**src/rtl/prod_accum.sv**
```systemverilog
// Block-sum accumulator for multiplier products: sums up to LEN beats (or
// until in_last), then holds the sum and beat count until they are accepted.
module prod_accum #(
  parameter int SIZE  = 8,
  parameter int LEN   = 4,
  parameter int GUARD = 4,
  localparam int PW   = 2*SIZE,
  localparam int AW   = 2*SIZE+GUARD
) (
  input  logic             clk,
  input  logic             rst,
  input  logic             in_valid,
  output logic             in_ready,
  input  logic [PW-1:0]    in_prod,
  input  logic             in_last,
  output logic             out_valid,
  input  logic             out_ready,
  output logic [AW-1:0]    out_sum,
  output logic [GUARD:0]   out_count
);

  typedef enum logic {ACC, OUT} state_t;

  state_t           r_state;
  logic [AW-1:0]    r_acc;
  logic [GUARD:0]   r_cnt;
  logic [AW-1:0]    r_sum;
  logic [GUARD:0]   r_count;

  logic             w_accept;
  logic [AW-1:0]    w_acc_nxt;
  logic [GUARD:0]   w_cnt_nxt;
  logic             w_end;

  // Ready depends only on state and reset, never on in_valid.
  assign in_ready  = (r_state == ACC) && !rst;
  assign out_valid = (r_state == OUT);
  assign out_sum   = r_sum;
  assign out_count = r_count;

  assign w_accept  = in_valid && in_ready;
  assign w_acc_nxt = r_acc + {{GUARD{1'b0}}, in_prod};
  assign w_cnt_nxt = r_cnt + 1'b1;
  assign w_end     = (w_cnt_nxt == (GUARD+1)'(LEN)) || in_last;

  always_ff @(posedge clk) begin
    if (rst) begin
      r_state <= ACC;
      r_acc   <= '0;
      r_cnt   <= '0;
      r_sum   <= '0;
      r_count <= '0;
    end else begin
      case (r_state)
        ACC: if (w_accept) begin
          if (w_end) begin
            r_sum   <= w_acc_nxt;
            r_count <= w_cnt_nxt;
            r_acc   <= '0;
            r_cnt   <= '0;
            r_state <= OUT;
          end else begin
            r_acc   <= w_acc_nxt;
            r_cnt   <= w_cnt_nxt;
          end
        end
        // No bypass: the next block starts the cycle after the handshake.
        OUT: if (out_ready) r_state <= ACC;
        default: r_state <= ACC;
      endcase
    end
  end

endmodule

```
**config.mk**
```make
export PLATFORM = sky130hd
export DESIGN_NAME = prod_accum
export DESIGN_NICKNAME = d
export VERILOG_FILES = /design/src/rtl/prod_accum.sv
export SDC_FILE = /design/constraint.sdc
export NUM_CORES = 1
export LEC_CHECK = 0
export ABC_CLOCK_PERIOD_IN_PS = 2800
export BUFFER_PORTS_ARGS = -buffer_cell sky130_fd_sc_hd__buf_4
export CAP_MARGIN = 40
export CELL_PAD_IN_SITES_DETAIL_PLACEMENT = 0
export CELL_PAD_IN_SITES_GLOBAL_PLACEMENT = 1
export CORE_MARGIN = 1.5
export CORE_UTILIZATION = 42
export DETAILED_ROUTE_END_ITERATION = 12
export PLACE_DENSITY = 0.76
export SLEW_MARGIN = 30
export SYNTH_ARGS = -nofsm -noshare
export SYNTH_HDL_FRONTEND = slang
export SYNTH_SLANG_ARGS = --single-unit
```
**constraint.sdc**
```tcl
create_clock -name clk -period 2.8 [get_ports clk]
set_input_delay 0.56 -clock clk [delete_from_list [all_inputs] [get_ports clk]]
set_output_delay 0.56 -clock clk [all_outputs]
set_load 0.02 [all_outputs]
```
==> run_results.csv, run 1 <==
group,metric,value,unit
status,outcome,"finished with violations",
status,violations,"DRC",
yosys,syn-mean-instance-area,8.42,µm²
layout,fill_cells,636,
yosys,synth.top_cells.by_area,"dfxtp_1 (36%), ha_1 (7.6%), a21oi_1 (5.2%), nor2_1 (5.1%), nand2_1 (4.7%)",
yosys,synth_seq_cells,51,
min_path,worst_hold_path_type,"flip-flop to flip-flop",
layout,drive_gt1_share,20.4,%
critical_path,rrSetupSlack,0.46,ns
yosys,yosysMostFrequentCell,"dfxtp_1",
sta,period_share,85.2,%
critical_path,arrival,2.61,ns
grt,grtUsageTotal,19.2,%
routing,wl_per_cell,14.5,µm
yosys,synth_top_area_share,36.3,%
clock_network,clockRootBuffer,"clkbuf_8",
grt,grt_pass1_wl,11100,µm
routing,antenna_left,0,
floorplanning,rows,29,
layout,ff_latch_area,1020,µm²
routing,drc,4,
place,placed_area,3220,µm²
layout,syn_to_final_growth,18.3,%
sta,whs,0.460,ns
floorplanning,die_y,84.8,µm
grt,grt.overflow.total,0,
sta,setup_viol,0,
clock_network,path_clk_slew,0.10,ns
critical_path,rr_startpoint,"r_acc[6]",
floorplanning,die_w,84.8,µm
yosys,synth.distinct_cells,49,
yosys,ys_seq_area_share,36.3,%
critical_path,slowest_delay,0.39,ns
critical_path,path_cells,"buf_4 > ha_1 > a2111oi_0 > o21ai_0 > a211oi_1 > o21ai_0 > xnor2_1 > o31ai_1",
clock_network,clk_path_buf_depth,2,
clock_network,cts_tree,"built",
layout,multi_input_area,1660,µm²
clock_network,postCtsResizedCells,0,
place,place_congestion,0.821,
clock_network,clock_latency,0.31,ns
floorplanning,dieArea,7200,µm²
sta,rsz0062_at_grt,"no",
yosys,netlist_instances,334,
layout,fin_nets,420,
clock_network,post_cts_buffers,0,
sta,max_freq,419,MHz
routing,drtPass1Iterations,8,
layout,n_antenna_cell,0,
clock_network,hold_buffers,0,
sta,max_slew_margin,65.1,%
critical_path,crit_path_end_kind,"flip-flop",
yosys,synth_edf_count,0,
yosys,syn_nets,373,
floorplanning,ios,48,
floorplanning,initial_utilization,43.8,%
power,power_density,475,nW/µm²
grt,antenna_found_initial,0,
routing,vias,2483,
routing,routed_wl,6640,µm
grt,grt_max_degree,53,
critical_path,crit_slowest_cell,"a2111oi_0",
critical_path,path_class,"primary input to flip-flop",
sta,worst_pin_slew,0.523,ns
yosys,yosys.area.top_type,"dfxtp_1",
sta,hold_violations,0,
sta,final.setup.tns,0,ns
routing,avgViaCountPerCell,5.41,
yosys,async_flop_share,0,%
yosys,synth.cell_area,2810,µm²
layout,design_area,3330,µm²
grt,grt_pass1_vias,2305,
sta,drv_slew,0,
critical_path,startpoint,"in_prod[6]",
sta,clock_skew,0.00647,ns
floorplanning,core,6420,µm²
clock_network,cts.sinks,51,
critical_path,critPathMaxFanout,5,
place,io_buffers,47,
place,hpwl,4900,µm
yosys,synthTopCellsByCount,"dfxtp_1 (51), nor2_1 (38), nand2_1 (35)",
routing,drt_iter0_markers,137,
flow_run,maxCapViolations,0,
power,ir_drop,0.187,mV
critical_path,worst_setup_path_start_kind,"primary input",
yosys,yosysWarningCount,0,
critical_path,crit_top_cell,"o21ai_0",
min_path,min_from,"out_count[1]",
sta,min_period,2.39,ns
clock_network,numCtsBuffers,5,
power,p_leak,1.33,nW
yosys,synth_ff_type,"dfxtp_1",
critical_path,critPathRequiredTime,3.03,ns
clock_network,h-tree-depth,2,
-- kinds of logic (layout without fill, tap and decap cells) --
logic type,Yosys count,after routing,synth area share [%]
buffers and inverters,21,69,4.76
xor gates and xnor gates,17,17,5.29
AOI/OAI and AO/OA,101,101,23.7
DFF,51,51,36.3
adders and majority gates,18,18,8.27
and+or+nand+nor,126,126,21.7
-- power breakdown --
| group | switching (W) | leakage (nW) | internal (W) |
|---|---|---|---|
| combinational | 0.000183 | 0.866 | 0.000137 |
| clock | 0.000262 | 0.0505 | 0.000226 |
| sequential | 0.0000174 | 0.415 | 0.000756 |
-- registers in the layout, indices dropped and copies added (netlist names) --
register / count
r_cnt: 5
r_acc: 20
out_valid: 1
out_sum: 20
out_count: 5
-- metal layers --
metal | global-route usage, % | share of wire (%) | up-vias
li1 | - | - | 1307
met1 | 26.0 | 50 | 1129
met2 | 31.6 | 46 | 40
met3 | 3.50 | 2.9 | 7
met4 | 5.22 | 0.92 | 0
met5 | 0 | 0 | -
-- placed cells by master (no fill, tap or decap), types with 2 or more instances in the layout --
| cell type | netlist | layout |
|---|---|---|
| a211oi_1 | 13 | 13 |
| a21o_1 | 6 | 6 |
| a21o_2 | 2 | 2 |
| a21oi_1 | 29 | 29 |
| a22oi_1 | 8 | 8 |
| a31oi_1 | 4 | 4 |
| and3_2 | 2 | 2 |
| buf_4 | 1 | 58 |
| clkbuf_8 | 5 | 7 |
| dfxtp_1 | 51 | 51 |
| ha_1 | 17 | 17 |
| inv_1 | 3 | 3 |
| nand2_1 | 35 | 35 |
| nand2b_1 | 3 | 3 |
| nand3_1 | 11 | 11 |
| nand3b_1 | 10 | 10 |
| nand4_1 | 4 | 4 |
| nor2_1 | 38 | 37 |
| nor2b_1 | 3 | 3 |
| nor3_1 | 5 | 5 |
| nor3b_1 | 2 | 2 |
| nor4_1 | 2 | 2 |
| o211ai_1 | 2 | 2 |
| o21a_1 | 3 | 3 |
| o21ai_0 | 19 | 19 |
| o21bai_1 | 2 | 2 |
| o31ai_1 | 3 | 3 |
| or3_1 | 5 | 5 |
| xnor2_1 | 11 | 11 |
| xor2_1 | 6 | 6 |
-- worst max-delay path, delay by kind of cell --
kind | cells | cell delay (ns)
XOR/XNOR | 1 | 0.17
AO/OA/AOI/OAI | 5 | 1.41
buffers and inverters | 1 | 0.11
adder cells (fa/ha/maj) | 1 | 0.35
-- area by class of cell --
cell class                      instances  area share [%]
Clock buffer                            7            2.89
Tap cell                               77            2.89
Inverter                                3           0.338
Sequential cell                        51            30.7
Clock inverter                          1           0.226
Multi-Input combinational cell        262            49.9
Timing Repair Buffer                   58            13.1
-- metrics by stage --
stage / worst slack (ns) / utilization (%) / total power (W) / instances
after floorplan: 0.401 / - / 0.00101 / 334
after global placement: 0.161 / 50.2 / 0.00111 / 451
after detailed placement: 0.110 / 50.2 / 0.00111 / 451
after CTS: 0.430 / 51.8 / 0.00160 / 459
after global routing: 0.170 / 51.8 / 0.00167 / 459
final: 0.414 / 51.8 / 0.00158 / 459
-- path summary, 6_finish.rpt --
kind / end / cells past startpoint
max reg2reg: r_acc[15] / 7
min reg2reg: out_count[1] / 2
max: r_acc[15] / 8
min: out_count[1] / 2
Power figures use the tool's default switching activity.
==> run 2: changes to the inputs <==
--- a/config.mk
+++ b/config.mk
@@ -14,6 +14,7 @@
 export CORE_UTILIZATION = 42
 export DETAILED_ROUTE_END_ITERATION = 12
 export PLACE_DENSITY = 0.76
+export RECOVER_POWER = 50
 export SLEW_MARGIN = 30
 export SYNTH_ARGS = -nofsm -noshare
 export SYNTH_HDL_FRONTEND = slang
==> run_results.csv, run 2 (synthesized netlist as in run 1, its figures left out) <==
group,metric,value,unit
status,outcome,"finished with violations",
status,violations,"DRC",
layout,fin_nets,420,
routing,avgViaCountPerCell,5.41,
routing,drt_iter0_markers,119,
floorplanning,ios,48,
place,hpwl,4900,µm
layout,mostFrequentLayoutCells,"dfxtp_1 (51), nor2_1 (37), nand2_1 (35), clkbuf_1 (31), a21oi_1 (29)",
floorplanning,die_y,84.8,µm
routing,drc,2,
layout,fill_cells,671,
sta,max_slew_margin,48.1,%
layout,multi_input_area,1660,µm²
layout,final_common_cell,"dfxtp_1",
sta,rsz0062_at_grt,"no",
routing,vias,2483,
layout,design_area,3210,µm²
sta,drv_slew,0,
power,ir_drop,0.187,mV
sta,max_freq,418,MHz
sta,hold_violations,0,
grt,grt_pass1_vias,2305,
grt,grt.overflow.total,0,
floorplanning,dieArea,7200,µm²
layout,ff_latch_area,1020,µm²
clock_network,postCtsResizedCells,0,
sta,period_share,85.4,%
floorplanning,initial_utilization,43.8,%
power,p_total,0.00156,W
clock_network,path_clk_slew,0.10,ns
routing,routed_wl,6640,µm
place,placed_area,3220,µm²
power,power_density,487,nW/µm²
routing,wl_per_cell,14.5,µm
clock_network,cts_tree,"built",
grt,grt_pass1_wl,11100,µm
critical_path,path_class,"flip-flop to flip-flop",
critical_path,arrival,2.61,ns
min_path,worst_hold_path_type,"flip-flop to flip-flop",
routing,antenna_left,0,
layout,n_antenna_cell,0,
sta,min_period,2.39,ns
sta,setup_viol,0,
clock_network,cts.sinks,51,
sta,final.setup.tns,0,ns
clock_network,post_cts_buffers,0,
place,post-place-ws,0.110,ns
floorplanning,die_w,84.8,µm
floorplanning,rows,29,
critical_path,crit_path_end_kind,"flip-flop",
grt,grtUsageTotal,19.2,%
clock_network,clk_path_buf_depth,2,
place,io_buffers,47,
layout,final_core_util,50.0,%
clock_network,h-tree-depth,2,
critical_path,critPathRequiredTime,3.02,ns
grt,antenna_found_initial,0,
power,p_leak,1.20,nW
sta,worst_pin_slew,0.779,ns
sta,clock_skew,0.00616,ns
flow_run,maxCapViolations,0,
floorplanning,core,6420,µm²
critical_path,worst_setup_path_start_kind,"flip-flop",
sta,fin_ws,0.408,ns
clock_network,clockRootBuffer,"clkbuf_8",
critical_path,critPathMaxFanout,17,
place,place_congestion,0.821,
layout,syn_to_final_growth,14.2,%
clock_network,clock_latency,0.31,ns
critical_path,rrSetupSlack,0.41,ns
clock_network,hold_buffers,0,
grt,grt_max_degree,53,
clock_network,numCtsBuffers,5,
routing,drtPass1Iterations,8,
layout,drive_gt1_share,12.3,%
-- run 2: worst paths after layout --
| kind | cells after the start | end | start |
|---|---|---|---|
| worst min register to register | 2 | out_count[1] | out_count[1] |
| worst max-delay path | 8 | out_sum[7] | r_cnt[0] |
| worst max register to register | 8 | out_sum[7] | r_cnt[0] |
| worst min-delay path | 2 | out_count[1] | out_count[1] |
-- run 2: layer usage --
metal / wire length [µm] / global-route usage [%] / part of all wire [%]
met5: 0 / 0 / 0
met4: 61 / 5.22 / 0.92
met1: 3340 / 26.0 / 50
met2: 3030 / 31.6 / 46
met3: 211 / 3.50 / 3.2
-- run 2: power breakdown --
group / switching (W) / total (W) / internal, W / leakage (nW)
clock network: 0.000261 / 0.000487 / 0.000226 / 0.0505
logic: 0.000183 / 0.000303 / 0.000120 / 0.740
registers: 0.0000170 / 0.000773 / 0.000756 / 0.415
total: 0.000461 / 0.00156 / 0.00110 / 1.20
-- run 2: layout make-up --
| type | count | area share, % |
|---|---|---|
| Clock buffer | 7 | 3.00 |
| Clock inverter | 1 | 0.234 |
| Inverter | 3 | 0.351 |
| Multi-Input combinational cell | 262 | 51.7 |
| Sequential cell | 51 | 31.8 |
| Tap cell | 77 | 3.00 |
| Timing Repair Buffer | 58 | 9.93 |
-- run 2: metrics by stage --
step | hold WS (ns) | std cells
2_1_floorplan | 0.436 | 334
3_3_place_gp | 0.445 | 451
3_5_place_dp | 0.448 | 451
4_1_cts | 0.462 | 459
5_1_grt | 0.480 | 459
6_report | 0.457 | 459
-- run 2: critical path, stage by stage, from the launching register on --
cell	delay [ns]
dfxtp_1	0.42
ha_1	0.24
nor2b_1	0.23
a21oi_1	0.11
clkbuf_1	0.22
nor2_2	0.16
clkbuf_1	0.60
nor2_1	0.09
a211oi_1	0.23
